--- src/rtl/ram_check_pkg.sv ---
// Shared definitions for the RAM init-check scheduler: state encoding,
// default sizing and the cleared value of the per-channel result maps.
package ram_check_pkg;

    localparam int DEF_N_CH    = 16;
    localparam int DEF_TMO_W   = 20;
    localparam int DEF_TMO_CYC = 500000;

    // Wide enough for the largest supported channel count; sliced by users.
    localparam logic [15:0] MAP_CLR = 16'h0000;

    typedef enum logic [2:0] {
        ST_IDLE,
        ST_SCAN,
        ST_LAUNCH,
        ST_WAIT,
        ST_REPORT
    } state_t;

endpackage

--- src/rtl/ram_check_wdog.sv ---
// Per-launch watchdog: cleared when a checker is launched, counts while the
// scheduler waits, and flags expiry on the last allowed cycle.
module ram_check_wdog #(
    parameter int TMO_W   = 20,
    parameter int TMO_CYC = 500000
) (
    input  logic clk,
    input  logic rst,
    input  logic clear,
    input  logic enable,
    output logic expire
);

    localparam logic [TMO_W-1:0] LAST = TMO_W'(TMO_CYC - 1);

    logic [TMO_W-1:0] count;

    // Saturates at all-ones so a stuck enable can never wrap into a false expiry.
    always_ff @(posedge clk or posedge rst) begin
        if (rst) begin
            count <= '0;
        end else if (clear) begin
            count <= '0;
        end else if (enable && (count != '1)) begin
            count <= count + TMO_W'(1);
        end
    end

    assign expire = enable && (count == LAST);

endmodule

--- src/rtl/ram_check_scheduler.sv ---
// Runs the per-RAM init checkers strictly one at a time, guarding each with a
// watchdog and collecting per-channel error and timeout bitmaps.
module ram_check_scheduler
    import ram_check_pkg::*;
#(
    parameter int N_CH    = DEF_N_CH,
    parameter int TMO_W   = DEF_TMO_W,
    parameter int TMO_CYC = DEF_TMO_CYC
) (
    input  logic            sys_clk,
    input  logic            glbl_rst,
    input  logic            start,
    input  logic            abort,
    input  logic [N_CH-1:0] ch_mask,
    output logic            busy,
    output logic            done,
    output logic            error,
    output logic [N_CH-1:0] err_map,
    output logic [N_CH-1:0] tmo_map,
    output logic [3:0]      cur_ch,
    output logic [N_CH-1:0] init_check_en,
    input  logic [N_CH-1:0] init_check_done,
    input  logic [N_CH-1:0] init_check_error
);

    localparam logic [3:0] LAST_CH = 4'(N_CH - 1);

    state_t          state;
    logic [3:0]      idx;
    logic [N_CH-1:0] mask_q;
    logic [N_CH-1:0] idx_bit;
    logic            expire;
    logic            ch_err;
    logic            ch_done;
    logic            ch_tmo;
    logic            ch_exit;

    // Only the channel under test is observed; stray pulses elsewhere drop out here.
    assign idx_bit = N_CH'(1) << idx;
    assign ch_err  = |(init_check_error & idx_bit);
    assign ch_done = |(init_check_done & idx_bit);
    assign ch_tmo  = expire & ~ch_err & ~ch_done;
    assign ch_exit = ch_err | ch_done | expire;
    assign cur_ch  = idx;

    ram_check_wdog #(
        .TMO_W   (TMO_W),
        .TMO_CYC (TMO_CYC)
    ) u_wdog (
        .clk    (sys_clk),
        .rst    (glbl_rst),
        .clear  (state == ST_LAUNCH),
        .enable (state == ST_WAIT),
        .expire (expire)
    );

    always_ff @(posedge sys_clk or posedge glbl_rst) begin
        if (glbl_rst) begin
            state         <= ST_IDLE;
            idx           <= '0;
            mask_q        <= '0;
            busy          <= 1'b0;
            done          <= 1'b0;
            error         <= 1'b0;
            err_map       <= MAP_CLR[N_CH-1:0];
            tmo_map       <= MAP_CLR[N_CH-1:0];
            init_check_en <= '0;
        end else begin
            done          <= 1'b0;
            error         <= 1'b0;
            init_check_en <= '0;
            if ((state != ST_IDLE) && abort) begin
                state <= ST_IDLE;
                busy  <= 1'b0;
            end else begin
                case (state)
                    ST_IDLE: begin
                        if (start && !abort) begin
                            mask_q  <= ch_mask;
                            err_map <= MAP_CLR[N_CH-1:0];
                            tmo_map <= MAP_CLR[N_CH-1:0];
                            idx     <= '0;
                            busy    <= 1'b1;
                            state   <= ST_SCAN;
                        end
                    end
                    ST_SCAN: begin
                        if (|(mask_q & idx_bit)) begin
                            state <= ST_LAUNCH;
                        end else if (idx == LAST_CH) begin
                            state <= ST_REPORT;
                            done  <= 1'b1;
                            error <= |(err_map | tmo_map);
                        end else begin
                            idx <= idx + 4'd1;
                        end
                    end
                    ST_LAUNCH: begin
                        init_check_en <= idx_bit;
                        state         <= ST_WAIT;
                    end
                    ST_WAIT: begin
                        if (ch_exit) begin
                            if (ch_err) err_map <= err_map | idx_bit;
                            if (ch_tmo) tmo_map <= tmo_map | idx_bit;
                            // The pulse goes out as REPORT is entered so it already reflects this channel.
                            if (idx == LAST_CH) begin
                                state <= ST_REPORT;
                                done  <= 1'b1;
                                error <= (|(err_map | tmo_map)) | ch_err | ch_tmo;
                            end else begin
                                idx   <= idx + 4'd1;
                                state <= ST_SCAN;
                            end
                        end
                    end
                    ST_REPORT: begin
                        busy  <= 1'b0;
                        state <= ST_IDLE;
                    end
                    default: state <= ST_IDLE;
                endcase
            end
        end
    end

endmodule

--- config.mk ---
export PLATFORM = sky130hd
export DESIGN_NAME = ram_check_scheduler
export DESIGN_NICKNAME = d
export VERILOG_FILES = /design/src/rtl/ram_check_pkg.sv /design/src/rtl/ram_check_wdog.sv /design/src/rtl/ram_check_scheduler.sv
export SDC_FILE = /design/constraint.sdc
export NUM_CORES = 1
export LEC_CHECK = 0
export BUFFER_PORTS_ARGS = -buffer_cell sky130_fd_sc_hd__buf_4
export CAP_MARGIN = 0
export CORE_AREA = 4 4 99 101
export DETAILED_ROUTE_END_ITERATION = 8
export DIE_AREA = 0 0 103 105
export GPL_TIMING_DRIVEN = 0
export PLACE_DENSITY = 0.85
export SYNTH_ARGS = -nofsm -noshare
export SYNTH_HDL_FRONTEND = slang
export SYNTH_SLANG_ARGS = --single-unit
--- constraint.sdc ---
create_clock -name sys_clk -period 4.05 [get_ports sys_clk]
set_input_delay 0.81 -clock sys_clk [delete_from_list [all_inputs] [get_ports sys_clk]]
set_output_delay 0.81 -clock sys_clk [all_outputs]
set_load 0.05 [all_outputs]
# Word-level counts from Yosys, hierarchy flattened
# Cells that the tools add are included.
# totals
register_bits	94
input_bits	52
output_inout_bits	55
# op_classes
add_sub_neg	2
n_eq_ne	15
shifts	1
muxes	37
bitwise	15
n_reduce_logical	21
# op_table
operator	n
16-bit 2-to-1 mux	7
16-bit one-hot mux with 2 select lines	2
16-bit OR reduction	4
16-bit AND	3
16-bit OR	3
20-bit 2-to-1 mux	2
20-bit by 1-bit adder with 20-bit output, second input constant	1
20-bit by 19-bit == test with 1-bit output, second input constant	1
20-bit inequality test, second input constant	1
3-bit 2-to-1 mux	6
4-bit 2-to-1 mux	4
1-bit by 4-bit left shift with 16-bit output, first input constant	1
5-bit AND reduction	3
3-bit one-hot mux with 4 select lines	1
4-bit one-hot mux with 3 select lines	1
1-bit 2-to-1 mux	11
2-bit inequality test, second input constant	5
3-bit nonzero test	3
3-bit by 2-bit == test with 1-bit output, second input constant	2
3-bit inequality test, second input constant	2
1-bit one-hot mux with 2 select lines	3
3-bit AND reduction	2
4-bit by 1-bit adder with 4-bit output, second input constant	1
4-bit == test, second input constant	1
other kinds (11)	21

# Logic depth before layout (Yosys ltp)
# logic_depth
ltp_word	11
depth_mapped	12

# By module
# Synthesis repeated with hierarchy kept, for this count alone.
# unflattened
cells_unflattened	473
area_unflattened_um2	4778.3
# modules_own_cells
mod	instances	cells_each	area_per_inst_um2
ram_check_scheduler	1	335	3530.9
ram_check_wdog	1	138	1247.4

# Worst setup path after synthesis
# OpenSTA, ideal clock, no wires.
# synth_timing
kind	register -> register
start	register idx[2], in the netlist cur_ch[2]
end	register idx[2], in the netlist cur_ch[2]
arrival_ns	2.857
setup_slack_ns	1.068
stages_incl_launch_ff	12
period_less_slack_ns	2.982
path_cell_list	dfrtp_1 > buf_4 > inv_1 > ha_1 > buf_6 > a22o_1 > a311o_1 > a211oi_2 > and4_1 > buf_6 > a21o_4 > mux2_4
# synth_via
elab_chain_len	7
elab_cells_between_ends	18
# synth_lines
element	line_no	rtl
start: declaration	ram_check_scheduler.sv:29	logic [3:0] idx;
start signal: assignment	ram_check_scheduler.sv:95	idx <= idx + 4'd1;
start signal: assignment	ram_check_scheduler.sv:112	idx <= idx + 4'd1;
1-bit by 4-bit left shift with 16-bit output	ram_check_scheduler.sv:39	assign idx_bit = N_CH'(1) << idx;
16-bit AND (on tied branches)	ram_check_scheduler.sv:40, ram_check_scheduler.sv:41	
16-bit OR reduction (on tied branches)	ram_check_scheduler.sv:40, ram_check_scheduler.sv:41	
1-bit OR (2 in series)	ram_check_scheduler.sv:43	assign ch_exit = ch_err | ch_done | expire;
2-bit inequality test (no source line)	n/a	
5-bit AND reduction (no source line)	n/a	
# Several ways; a longest one is shown, not always the timed one. The select of a mux whose other input is x is not followed.
# A chain may end at the register's enable or synchronous reset.

# Final worst setup path
# Ends and elaborated chain as after synthesis.

==> results.md <==
* Most frequent cell after synthesis: dfrtp_1
* I/O pin count at around 110
* Core area at ~9000 µm²
* Number of global-route vias before repair at between 4,000 and 5,000
* Status: finished, final reports clean
* Leak at approximately 0.0029 µW
* Syn nets at 547
* Critical Path RT at ~4.3 ns
* Post-synth top flop: dfrtp_1
* CTS tree: yes
* Number of diodes at 0
* CTS max path bufs at 2
* Avg Cell Area, Syn at around 9.6 µm²
* YS warnings at 0
* Layout Nets at approximately 670
* Cells after Synth at roughly 490
* Final worst path period share at 0.744
* Final hold violation count at 0
* Clk sinks at between 90 and 100
* Clock skew at 0.0111 ns
* Starting DRC count in detailed routing at about 230
* Detail-routed net length per standard cell at approximately 18 µm
* Die width at just over 100 µm
* Hold Crit Class: in -> async
* CP arrival at 3.28 ns
* Grt ovf at 0
* Vias at roughly 4,200
* RSZ-0062 raised after global routing: no
* # setup viols final at 0
* HPWL Detailed at a little under 10,000 µm
* Routed Antenna Nets at 0
* Clock Latency Late Sink at about 0.37 ns
* Max FO, Critical Path at 10
* Slew Limit Fails at 0
* P&R area growth vs syn at 24.6%
* H-tree depth at 3
* Worst-Margin Slew at between 0.6 and 0.7 ns
* GRT Total Usage at 0.246
* Fin util at 0.649
* Type of the worst setup path: reg -> reg
* TritonCTS Buffers at 9
* Cell variety after synth at 54
* Port Buffers at between 100 and 150
* Max Cap Viol at 0
* Slew headroom at 0.548
* Drt total wl at 12,900 µm
* Synth Register Bits at 94
* First-pass GRT wire length at ~21,000 µm
* Initial DRT Pass Iterations at 6
* Number of fill cells in the layout at 751
* Number of synthesized flops with an enable pin at 0
* Crit path launch type: register
* Die height at between 100 and 150 µm
* Asr flop ratio synth at 1.00
* Top post-synthesis cells by area: dfrtp_1 (50%), nand2_1 (6.6%), nor2_1 (5.5%), xor2_1 (2.8%), mux2i_1 (2.8%)
* Post-CTS resize count at 0
* Die area at approximately 11,000 µm²
* GPL Wtd Cong at 0.926
* Via/cell ratio at 5.83
* Initial antenna violation count at 0
* Critical Path End Type: register
* Root buffer cell: clkbuf_8
* Largest net degree at the start of global routing at 51
* Synthesized area at between 4000 and 5000 µm²
* Peak supply drop at ~370 µV
* Dominant cell type by area after synthesis: dfrtp_1
* Share of layout cells above drive strength 1 at 0.254
* Sequential-to-total area share from yosys stat at 0.501
* Initial Utilization at 0.521
* PD cells at ~450 nW/µm²
* Post-CTS Setup Repair Bufs at 0
* F_max at around 330 MHz
* Most common library cells after synthesis: dfrtp_1 (94), nand2_1 (82), nor2_1 (69)
* Post-route DRC violation count at 0
* Clk slew on worst S/H paths at around 0.10 ns
* Fin crit period at roughly 3.0 ns
* Area share of the largest cell type after synthesis at 0.501
* Placed Area at about 5700 µm²
* Rows at 35
* Design Area, Final at 5850 µm²
* Hold buffer count at CTS at 0
## registers in the layout, indices dropped and copies added (netlist names), 3 cells and up
| register | cells |
|---|---|
| err_map | 16 |
| mask_q | 16 |
| cur_ch | 4 |
| u_wdog.count | 20 |
| init_check_en | 16 |
| tmo_map | 16 |
| state | 3 |
## worst max-delay path, cell delays in order, from the launching register on
cell and delay (ns):
dfrtp_1 0.43, buf_4 0.23, inv_1 0.17, ha_1 0.25, buf_6 0.15, a22o_1 0.21, a311o_1 0.34, a211oi_2 0.28
and4_1 0.25, buf_6 0.16, a21o_4 0.16, mux2_4 0.29
## where the power goes
group | switching, µW | total, µW | internal [µW] | leakage [µW]
Combinational | 572 | 885 | 314 | 0.00155
Sequential | 89.3 | 1140 | 1050 | 0.00128
Clock | 368 | 605 | 237 | 0.0000938
Total | 1030 | 2630 | 1600 | 0.00292
## logic make-up (layout without fill, tap and decap cells)
family                   count (synthesis)  count (layout)  synth area share
buffers and inverters                   48             171            0.0562
AND/OR/NAND/NOR                        227             227             0.226
adder cells (fa/ha/maj)                  7               7            0.0186
AO/OA/AOI/OAI                           77              77             0.126
XOR/XNOR                                18              18            0.0336
multiplexers                            17              17            0.0381
flip-flops                              94              94             0.501
## layout make-up
type                       count  area, µm²  share of cell area
inverter                      20       77.6              0.0133
multi-input combinational    346       2080               0.356
sequential                    94       2350               0.402
tap                          111        139              0.0237
buffer                        28        189              0.0323
clock inverter                 7       65.1              0.0111
timing repair buffer         107        823               0.141
clock buffer                   9        124              0.0212
## per-stage QoR
stage | setup WS (ns) | total power, µW | TNS (ns) | instances | hold slack (ns)
global placement | -0.171 | 1990 | -15.59 | 705 | 0.454
global route | 0.912 | 2780 | 0 | 722 | 0.510
floorplan | 0.791 | 1740 | 0 | 488 | 0.437
detailed placement | 1.10 | 2030 | 0 | 706 | 0.464
finish | 1.04 | 2630 | 0 | 722 | 0.487
CTS | 1.08 | 2620 | 0 | 722 | 0.488
## path summary, 6_finish.rpt
check	slack [ns]	start	cells after the start	to
max in group asynchronous	2.90	glbl_rst	3	u_wdog.count[12]
max reg2reg	1.04	cur_ch[2]	11	cur_ch[2]
min reg2reg	0.49	mask_q[6]	2	mask_q[6]
min	0.49	glbl_rst	2	init_check_en[11]
min in group sys_clk	0.49	mask_q[6]	2	mask_q[6]
max	1.04	cur_ch[2]	11	cur_ch[2]
## layer usage
metal | routed length [µm] | track usage
met3 | 948 | 0.0421
met1 | 5360 | 0.346
met5 | 0 | 0
met2 | 6290 | 0.385
met4 | 337 | 0.0768
## placed cells by master, fill, tap and decap left out, types with 6 or more instances in the layout
cell      instances
nand2_1          82
buf_4           113
nand4_1          14
xor2_1           15
inv_1            19
nand3_1           9
and4_1            6
clkbuf_8          9
nor4_1           11
ha_1              7
and3_1            8
dfrtp_1          94
nor3_1           13
a21oi_1           8
a31oi_1          10
nor2_1           69
clkbuf_1         12
o21a_1           16
mux2i_1          13
No activity file was read; power rests on OpenSTA's default activity.
